## config.mk

```make
export PLATFORM = sky130hd
export DESIGN_NAME = trivium_stream_ctrl
export DESIGN_NICKNAME = d
export VERILOG_FILES = /design/src/rtl/trivium_pkg.sv /design/src/rtl/trivium_stream_ctrl.sv
export SDC_FILE = /design/constraint.sdc
export NUM_CORES = 1
export LEC_CHECK = 0
export CORE_UTILIZATION = 42
export DETAILED_ROUTE_END_ITERATION = 6
export PLACE_DENSITY = 0.87
export SLEW_MARGIN = 20
export SYNTH_ARGS = -nofsm -noshare
export SYNTH_HDL_FRONTEND = slang
export SYNTH_SLANG_ARGS = --single-unit
```

## constraint.sdc

```tcl
create_clock -name clk -period 1.9 [get_ports clk]
set_input_delay 0.19 -clock clk [delete_from_list [all_inputs] [get_ports clk]]
set_output_delay 0.19 -clock clk [all_outputs]
set_load 0.01 [all_outputs]
```

## src/rtl/trivium_pkg.sv

```systemverilog
// Shared constants and controller state encoding for the Trivium stream front end.
package trivium_pkg;

    localparam int KEY_W          = 80;
    localparam int IV_W           = 80;
    localparam int STATE_W        = 288;
    localparam int WARMUP_DEFAULT = 4 * STATE_W;

    typedef enum logic [2:0] {
        IDLE,
        LOAD,
        WARMUP,
        GATHER,
        PAD_FULL
    } ctrl_state_e;

endpackage

```

## src/rtl/trivium_stream_ctrl.sv

```systemverilog
// Loads key/IV into a Trivium core, discards the warm-up keystream, then packs
// keystream bits LSB-first into pads that are XORed onto a handshaked data stream.
module trivium_stream_ctrl
    import trivium_pkg::*;
#(
    parameter int WARMUP_CYCLES = WARMUP_DEFAULT,
    parameter int DATA_W        = 8
) (
    input  logic              clk,
    input  logic              rst,
    input  logic              start,
    input  logic [KEY_W-1:0]  key,
    input  logic [IV_W-1:0]   iv,
    output logic              busy,
    output logic              ks_ready,
    input  logic              in_valid,
    output logic              in_ready,
    input  logic [DATA_W-1:0] in_data,
    output logic              out_valid,
    input  logic              out_ready,
    output logic [DATA_W-1:0] out_data,
    output logic              core_load,
    output logic [KEY_W-1:0]  core_key,
    output logic [IV_W-1:0]   core_iv,
    output logic              core_step,
    input  logic              core_ks
);

    localparam int WCNT_W = $clog2(WARMUP_CYCLES + 1);
    localparam int BCNT_W = $clog2(DATA_W + 1);
    localparam logic [WCNT_W-1:0] WARM_LAST = WCNT_W'(WARMUP_CYCLES - 1);
    localparam logic [BCNT_W-1:0] BIT_LAST  = BCNT_W'(DATA_W - 1);

    ctrl_state_e       state;
    ctrl_state_e       next_state;
    logic [WCNT_W-1:0] warm_cnt;
    logic [BCNT_W-1:0] bit_cnt;
    logic [DATA_W-1:0] pad;
    logic              take;

    // A restart always wins over a same-cycle transfer.
    assign in_ready = (state == PAD_FULL) && !start && (!out_valid || out_ready);
    assign take     = in_valid && in_ready;

    always_comb begin
        next_state = state;
        if (start) begin
            next_state = LOAD;
        end else begin
            case (state)
                IDLE:     next_state = IDLE;
                LOAD:     next_state = WARMUP;
                WARMUP:   if (warm_cnt == WARM_LAST) next_state = GATHER;
                GATHER:   if (bit_cnt == BIT_LAST) next_state = PAD_FULL;
                PAD_FULL: if (take) next_state = GATHER;
                default:  next_state = IDLE;
            endcase
        end
    end

    always_ff @(posedge clk or negedge rst) begin
        if (!rst) begin
            state <= IDLE;
        end else begin
            state <= next_state;
        end
    end

    // Status strobes are decoded from next_state so they line up with the state register.
    always_ff @(posedge clk or negedge rst) begin
        if (!rst) begin
            core_load <= 1'b0;
            core_step <= 1'b0;
            busy      <= 1'b0;
            ks_ready  <= 1'b0;
        end else begin
            core_load <= (next_state == LOAD);
            core_step <= (next_state == WARMUP) || (next_state == GATHER);
            busy      <= (next_state == LOAD) || (next_state == WARMUP);
            ks_ready  <= (next_state == GATHER) || (next_state == PAD_FULL);
        end
    end

    always_ff @(posedge clk or negedge rst) begin
        if (!rst) begin
            core_key <= '0;
            core_iv  <= '0;
            warm_cnt <= '0;
            bit_cnt  <= '0;
            pad      <= '0;
        end else if (start) begin
            core_key <= key;
            core_iv  <= iv;
            warm_cnt <= '0;
            bit_cnt  <= '0;
            pad      <= '0;
        end else begin
            case (state)
                WARMUP: warm_cnt <= (warm_cnt == WARM_LAST) ? '0 : warm_cnt + 1'b1;
                GATHER: begin
                    // Shifting in at the MSB leaves the first gathered bit in pad[0].
                    pad     <= (pad >> 1) | (DATA_W'(core_ks) << (DATA_W - 1));
                    bit_cnt <= (bit_cnt == BIT_LAST) ? '0 : bit_cnt + 1'b1;
                end
                PAD_FULL: if (take) pad <= '0;
                default: ;
            endcase
        end
    end

    always_ff @(posedge clk or negedge rst) begin
        if (!rst) begin
            out_valid <= 1'b0;
            out_data  <= '0;
        end else if (start) begin
            out_valid <= 1'b0;
            out_data  <= '0;
        end else if (take) begin
            out_valid <= 1'b1;
            out_data  <= in_data ^ pad;
        end else if (out_ready) begin
            out_valid <= 1'b0;
        end
    end

endmodule
```

==> results of run 1 <==
-- routing by layer --
metal	up-vias	GRT usage [%]
li1	2535	-
met2	186	37.94
met4	0	7.126
met3	28	6.990
met1	2707	23.05
met5	-	0
-- where the power goes --
| part | switching (W) | total, W | internal, W | leakage, nW |
|---|---|---|---|---|
| combinational | 0.000696 | 0.00194 | 0.00125 | 2.36 |
| clock | 0.00165 | 0.00344 | 0.00179 | 0.274 |
| sequential | 0.000186 | 0.00478 | 0.00459 | 2.40 |
-- path summary, 6_finish.rpt --
kind,from,end,slack (ns),cells past startpoint
max,state[1],in_ready,0.16,3
min,start,state[1],0.10,2
max reg2reg,state[0],warm_cnt[9],0.27,5
min reg2reg,core_iv[4],core_iv[4],0.51,1
max in group asynchronous,rst,out_data[0],0.94,3
min in group asynchronous,rst,out_data[4],0.31,2
-- logic make-up after synthesis --
family,after synthesis
AOI/OAI and AO/OA,30
xor gates and xnor gates,18
adders and majority gates,2
buffers and inverters,32
DFF,199
muxes,163
and+or+nand+nor,74
-- state kept, by name, summed over array words and instances, names as in the netlist --
signal and count:
bit_cnt 4, busy 1, core_iv 80, core_key 80, core_load 1, core_step 1
ks_ready 1, out_data 8, out_valid 1, pad 8, state 3, warm_cnt 11
-- synthesized netlist by cell type (all sizes together) --
library cell,n,area (µm²)
and3,5,31.28
nand2b,1,6.260
a22o,1,8.760
and4,2,17.52
nand3,19,95.09
nand3b,1,7.510
xor2,9,78.83
o2111ai,2,17.52
o31a,1,8.760
inv,1,3.750
mux2i,2,20.02
ha,2,25.02
o31ai,1,7.510
a31oi,1,21.27
nor3,4,20.02
a21oi,11,55.05
nor2,14,52.55
nor3b,2,31.28
mux2,161,1813
o21ai,11,55.05
and2,2,12.51
o211ai,1,7.510
nand2,14,52.55
or4,1,7.510
nand4,5,37.53
xnor2,9,78.83
buf,19,93.84
nor4b,1,15.01
a22oi,1,7.510
dfrtp,199,4980
clkbuf,12,45.04
and3b,2,17.52
or4b,1,13.76
-- what timing repair did --
item | 4_1_cts | 5_1_grt
endpoints found under the setup margin | 1 | 0
resized for setup | 4 | 0
buffers inserted | 1 | 0
hold endpoints to repair | 51 | 0
hold buffers | 1 | 0
-- area by class of cell --
type / instances / area (µm²) / area share [%]
Multi-Input combinational cell: 287 / 2623 / 21.60
Inverter: 1 / 3.754 / 0.03092
Tap cell: 229 / 286.5 / 2.360
Clock inverter: 12 / 111.4 / 0.9172
Timing Repair Buffer: 365 / 3677 / 30.29
Clock buffer: 20 / 456.7 / 3.761
Sequential cell: 199 / 4984 / 41.05
-- stage by stage --
stage	instance area [µm²]	setup WS (ns)	utilization [%]
after floorplan	7745	0.3864	-
final	12140	0.1613	67.36
after CTS	12140	0.1481	67.36
after global placement	11550	0.2023	64.10
after global routing	12140	0.1152	67.36
after detailed placement	11550	0.2175	64.10
==> metrics.cfg, run 1 <==
[pwr]
p_total_w=0.01016
p_leak_nw=5.027
ir_worst_vdd_uv=596.8
power_density_nw_per_um2=837.1

[detailed_routing]
top_layer=met4
dr.pass1.iters=4
first_iter_violations=202
drt_drc_violations_left=0
wl_met3_um=1544
wire_per_inst_um=18.07
detail-route-antenna-nets=0
routed_wl_um=20110
routed_via_density=4.902
met1Wirelength_um=7434
via_count=5456
dr_wl_met2_um=10680

[placement]
hpwlAfterDp_um=15130
dp.cells=1079
gp_congestion=0.8238
placement.io_buffers=347

[grt]
grt_max_degree=101
grt_pass1_vias=5527
antenna_found_initial=0
grt_pass1_wl_um=29770
overflow=0
grtUsageTotal_pct=21.05

[clock_tree]
cts_root_buf=clkbuf_16
cts_tree=yes
worstSkewPairLatency_ns=0.42
path_clk_slew_ns=0.07
cts.sinks=199
cts_max_level=4
cts_buffers=17
cts_buffer_depth=2

[run_status]
status=completed

[yosys]
ys_ff_latch=199
synth_area_um2=7745
ys_types=37
synthSimpleGateAreaFrac_pct=5.396
syn_area_per_cell_um2=14.95
syn_nets=694
synthMuxAreaShare_pct=23.67
synth_seq_area_share_pct=64.30
synth_warnings=0
synthCells=518
synth_top_family_by_area=multiplexers
synth_compound_area_share_pct=2.439
synth_xor_xnor_area_share_pct=2.036
synthAdderAreaFrac_pct=0.3231

[floorplanning]
start_util_pct=42.97
coreArea_um2=18020
die_area_um2=18990
fp-row-count=49
die_h_um=137.8
boundaryPins=348
fp.dieW_um=137.8

[finish]
drive_gt1_share_pct=24.89
layout_common_cells=clkdlybuf4s50_1 (344), dfrtp_1 (196), mux2_2 (161)
nets=1047
area_growth_syn_to_layout_pct=56.77
diodes=0
fillCellCount=1290
fin_cells=1113
mostFrequentLayoutCell=clkdlybuf4s50_1

[timing]
fmax_ghz=0.5751
whs_ns=0.1042
relSlewSlack_pct=58.90
rsz0062_at_grt=no
fin_crit_sh_pct=91.51
fin_tns_setup_ns=0
drv_slew=0
hold_viol_final=0
period_needed_ns=1.739
clock_skew_ns=0.009630
setup_viol=0
worst_pin_slew_ns=0.6165

[critical_path]
critPathTopFamily=flip-flops
critPathMaxFanout=8
start_kind=flop
worstPathArrival_ns=1.55
crit_type=flop to output pin
cpPeakStageDelay_ns=0.46
crit_buf_inv=1
crit_slowest_cell=dfrtp_2
required_ns=1.71
end_kind=output pin
crit_chain=nor3b_2 > and3_1 > dlygate4sd2_1

[flow_run]
maxCapViolCount=0

[min_path]
min-delay-path-class=input pin to flop

Note: power is estimated with default switching activity, not from simulation.
==> run 2: changes to the inputs <==
==> constraint.sdc (replaced) <==
create_clock -name clk -period 1.7 [get_ports clk]
set_input_delay 0.17 -clock clk [delete_from_list [all_inputs] [get_ports clk]]
set_output_delay 0.17 -clock clk [all_outputs]
set_load 0.1 [all_outputs]
==> run 2 against run 1 <==
  * The flow now finishes with violations (setup timing)
  * Total power rose by 39%
  * Critical path type unchanged
  * Die area is the same
  * Final cell count grew 1.4%
  * Clock power is 16% higher
  * Routed wire length is 1.3% lower
  * Via count rose by 1.5%
  * Worst setup slack worse by 0.19 ns
  * Flip-flop and latch count is the same
==> metrics.cfg, run 2 (synthesis results as in run 1) <==
[run_status]
status=finished, violations left
violations=setup timing

[critical_path]
crit_type=flop to output pin
critPathMaxFanout=2  ; -6
start_kind=flop
end_kind=output pin
required_ns=1.53  ; -0.18 ns
worstPathArrival_ns=1.56  ; about the same
reg2reg_depth=5  ; unchanged

[min_path]
min-delay-path-class=input pin to flop
holdPathStages=3  ; +1

[pwr]
combPwrFrac_pct=34.0  ; +15 points
p_leak_nw=5.290  ; +5.2%
ir_worst_vdd_uv=802.1  ; +34%
p_sw_w=0.005626  ; +120%
seq_power_share_pct=37.8  ; -9.2 points
p_sw_share_pct=39.77  ; +15 points
p_total_w=0.01414  ; +39%
intPower_w=0.008518  ; +12%
power_density_nw_per_um2=1188  ; +42%
p_clk_share_pct=28.2  ; -5.7 points

[detailed_routing]
first_iter_violations=261  ; +29%
drt_drc_violations_left=0  ; unchanged
routed_via_density=4.904  ; about the same
wire_per_inst_um=17.58  ; -2.7%
via_count=5537  ; +1.5%
routed_wl_um=19850  ; -1.3%
detail-route-antenna-nets=0  ; unchanged
dr.pass1.iters=4  ; unchanged

[finish]
diodes=0  ; unchanged
design_area_um2=11900  ; -2.0%
layout_common_cells=dfrtp_1 (195), buf_4 (195), clkdlybuf4s50_1 (171)
fin_util_pct=66.04  ; -1.3 points
multi_input_area_um2=2634  ; +0.43%
seq_area_um2=4985  ; about the same
fin_cells=1129  ; +1.4%
fillCellCount=1339  ; +3.8%
nets=1063  ; +1.5%
reg_top3=core_iv: 80 flops, core_key: 80 flops, warm_cnt: 11 flops
drive_gt1_share_pct=45.33  ; +20 points
area_growth_syn_to_layout_pct=53.70

[grt]
antenna_found_initial=0  ; unchanged
grt_max_degree=102  ; +0.99%
grtUsageTotal_pct=20.54  ; -0.51 points
grt_pass1_wl_um=29300  ; -1.6%
overflow=0  ; unchanged
grt_pass1_vias=5513  ; -0.25%

[floorplanning]
fp-row-count=49  ; unchanged
fp.dieW_um=137.8  ; unchanged
start_util_pct=42.97  ; unchanged
die_h_um=137.8  ; unchanged
coreArea_um2=18020  ; unchanged
boundaryPins=348  ; unchanged
die_area_um2=18990  ; unchanged

[timing]
setup_viol=1  ; +1
hold_viol_final=0  ; unchanged
drv_slew=0  ; unchanged
clock_skew_ns=0.007374  ; -0.002256 ns
relSlewSlack_pct=59.82  ; +0.92 points
fin_crit_sh_pct=101.9
worst_pin_slew_ns=0.6027  ; -0.01375 ns
fin_tns_setup_ns=-0.03285  ; -0.03285 ns
fin_ws_ns=-0.03285  ; -0.1941 ns
fmax_ghz=0.5771
rsz0062_at_grt=yes
period_needed_ns=1.733

[placement]
place_area_um2=11200  ; -3.1%
gp_congestion=0.8207  ; -0.38%
dp.cells=1084  ; +0.46%
placement.io_buffers=347  ; unchanged
hpwlAfterDp_um=14510  ; -4.1%

[clock_tree]
cts_root_buf=clkbuf_16
cts_buffers=17  ; unchanged
worstSkewPairLatency_ns=0.42  ; about the same
cts_max_level=4  ; unchanged
cts_buffer_depth=2  ; unchanged
cts.sinks=199  ; unchanged
path_clk_slew_ns=0.07  ; about the same
cts_tree=yes

[flow_run]
maxCapViolCount=0  ; unchanged

==> run 2: cell count changes in the layout (fill, tap and decap cells not counted), sizes merged <==
cell / previous run / this run
buf: 18 / 204
clkdlybuf4s50: 344 / 171
dlygate4sd3: 1 / 5
bufinv: 0 / 1
clkbuf: 21 / 20
clkinv: 5 / 6
dlygate4sd2: 1 / 0
inv: 6 / 5
==> run 2: area by class of cell <==
cell class | count | share of cell area, %
clock buffer | 19 | 3.721
clock inverter | 13 | 1.188
inverter | 1 | 0.03153
multi-input combinational | 287 | 22.13
sequential | 199 | 41.88
tap | 229 | 2.407
timing repair buffer | 381 | 28.65
==> run 2: routing by layer <==
metal / GRT usage [%] / share of wire, % / up-vias
met4: 8.514 / 2.5 / 0
met3: 6.107 / 7.7 / 31
met1: 23.29 / 37 / 2744
li1: - / - / 2565
met5: 0 / 0 / -
met2: 35.93 / 53 / 197
==> run 2: power by group through the flow <==
stage	clock network (W)	registers (W)	logic, W
6_report	0.00399	0.00535	0.00481
5_1_grt	0.00425	0.00540	0.00495
4_1_cts	0.00407	0.00535	0.00484
3_5_place_dp	0	0.00545	0.00481
3_3_place_gp	0	0.00542	0.00477
2_1_floorplan	0	0.00829	0.000546
==> run 2: stage by stage <==
| stage | setup WS (ns) | hold WS, ns |
|---|---|---|
| detailed placement | 0.1413 | 0.2005 |
| CTS | -0.03962 | 0.1787 |
| global placement | 0.1893 | 0.1976 |
| finish | -0.03285 | 0.1989 |
| global route | -0.08887 | 0.2042 |
| floorplan | 0.06172 | -0.1256 |
==> run 2: critical path, cell delays in order, from the launching register on <==
cell	delay, ns
dfrtp_2	0.42
nor3b_4	0.22
buf_4	0.14
and3_4	0.19
buf_12	0.17
==> run 2: worst paths after layout <==
kind / start / end / slack [ns]
max: state[0] / in_ready / -0.03
max in group asynchronous: rst / core_key[79] / 0.76
min reg2reg: core_iv[21] / core_iv[21] / 0.51
max reg2reg: state[0] / warm_cnt[0] / 0.07
min in group asynchronous: rst / core_iv[46] / 0.31
min: start / ks_ready / 0.20
==> run 2: repair_timing <==
action,in CTS,in global routing
resized for setup,5,0
hold endpoints to repair,52,0
hold buffers,5,0
buffers inserted,5,3
gates cloned,0,0
pin swaps,1,1
endpoints found under the setup margin,1,2
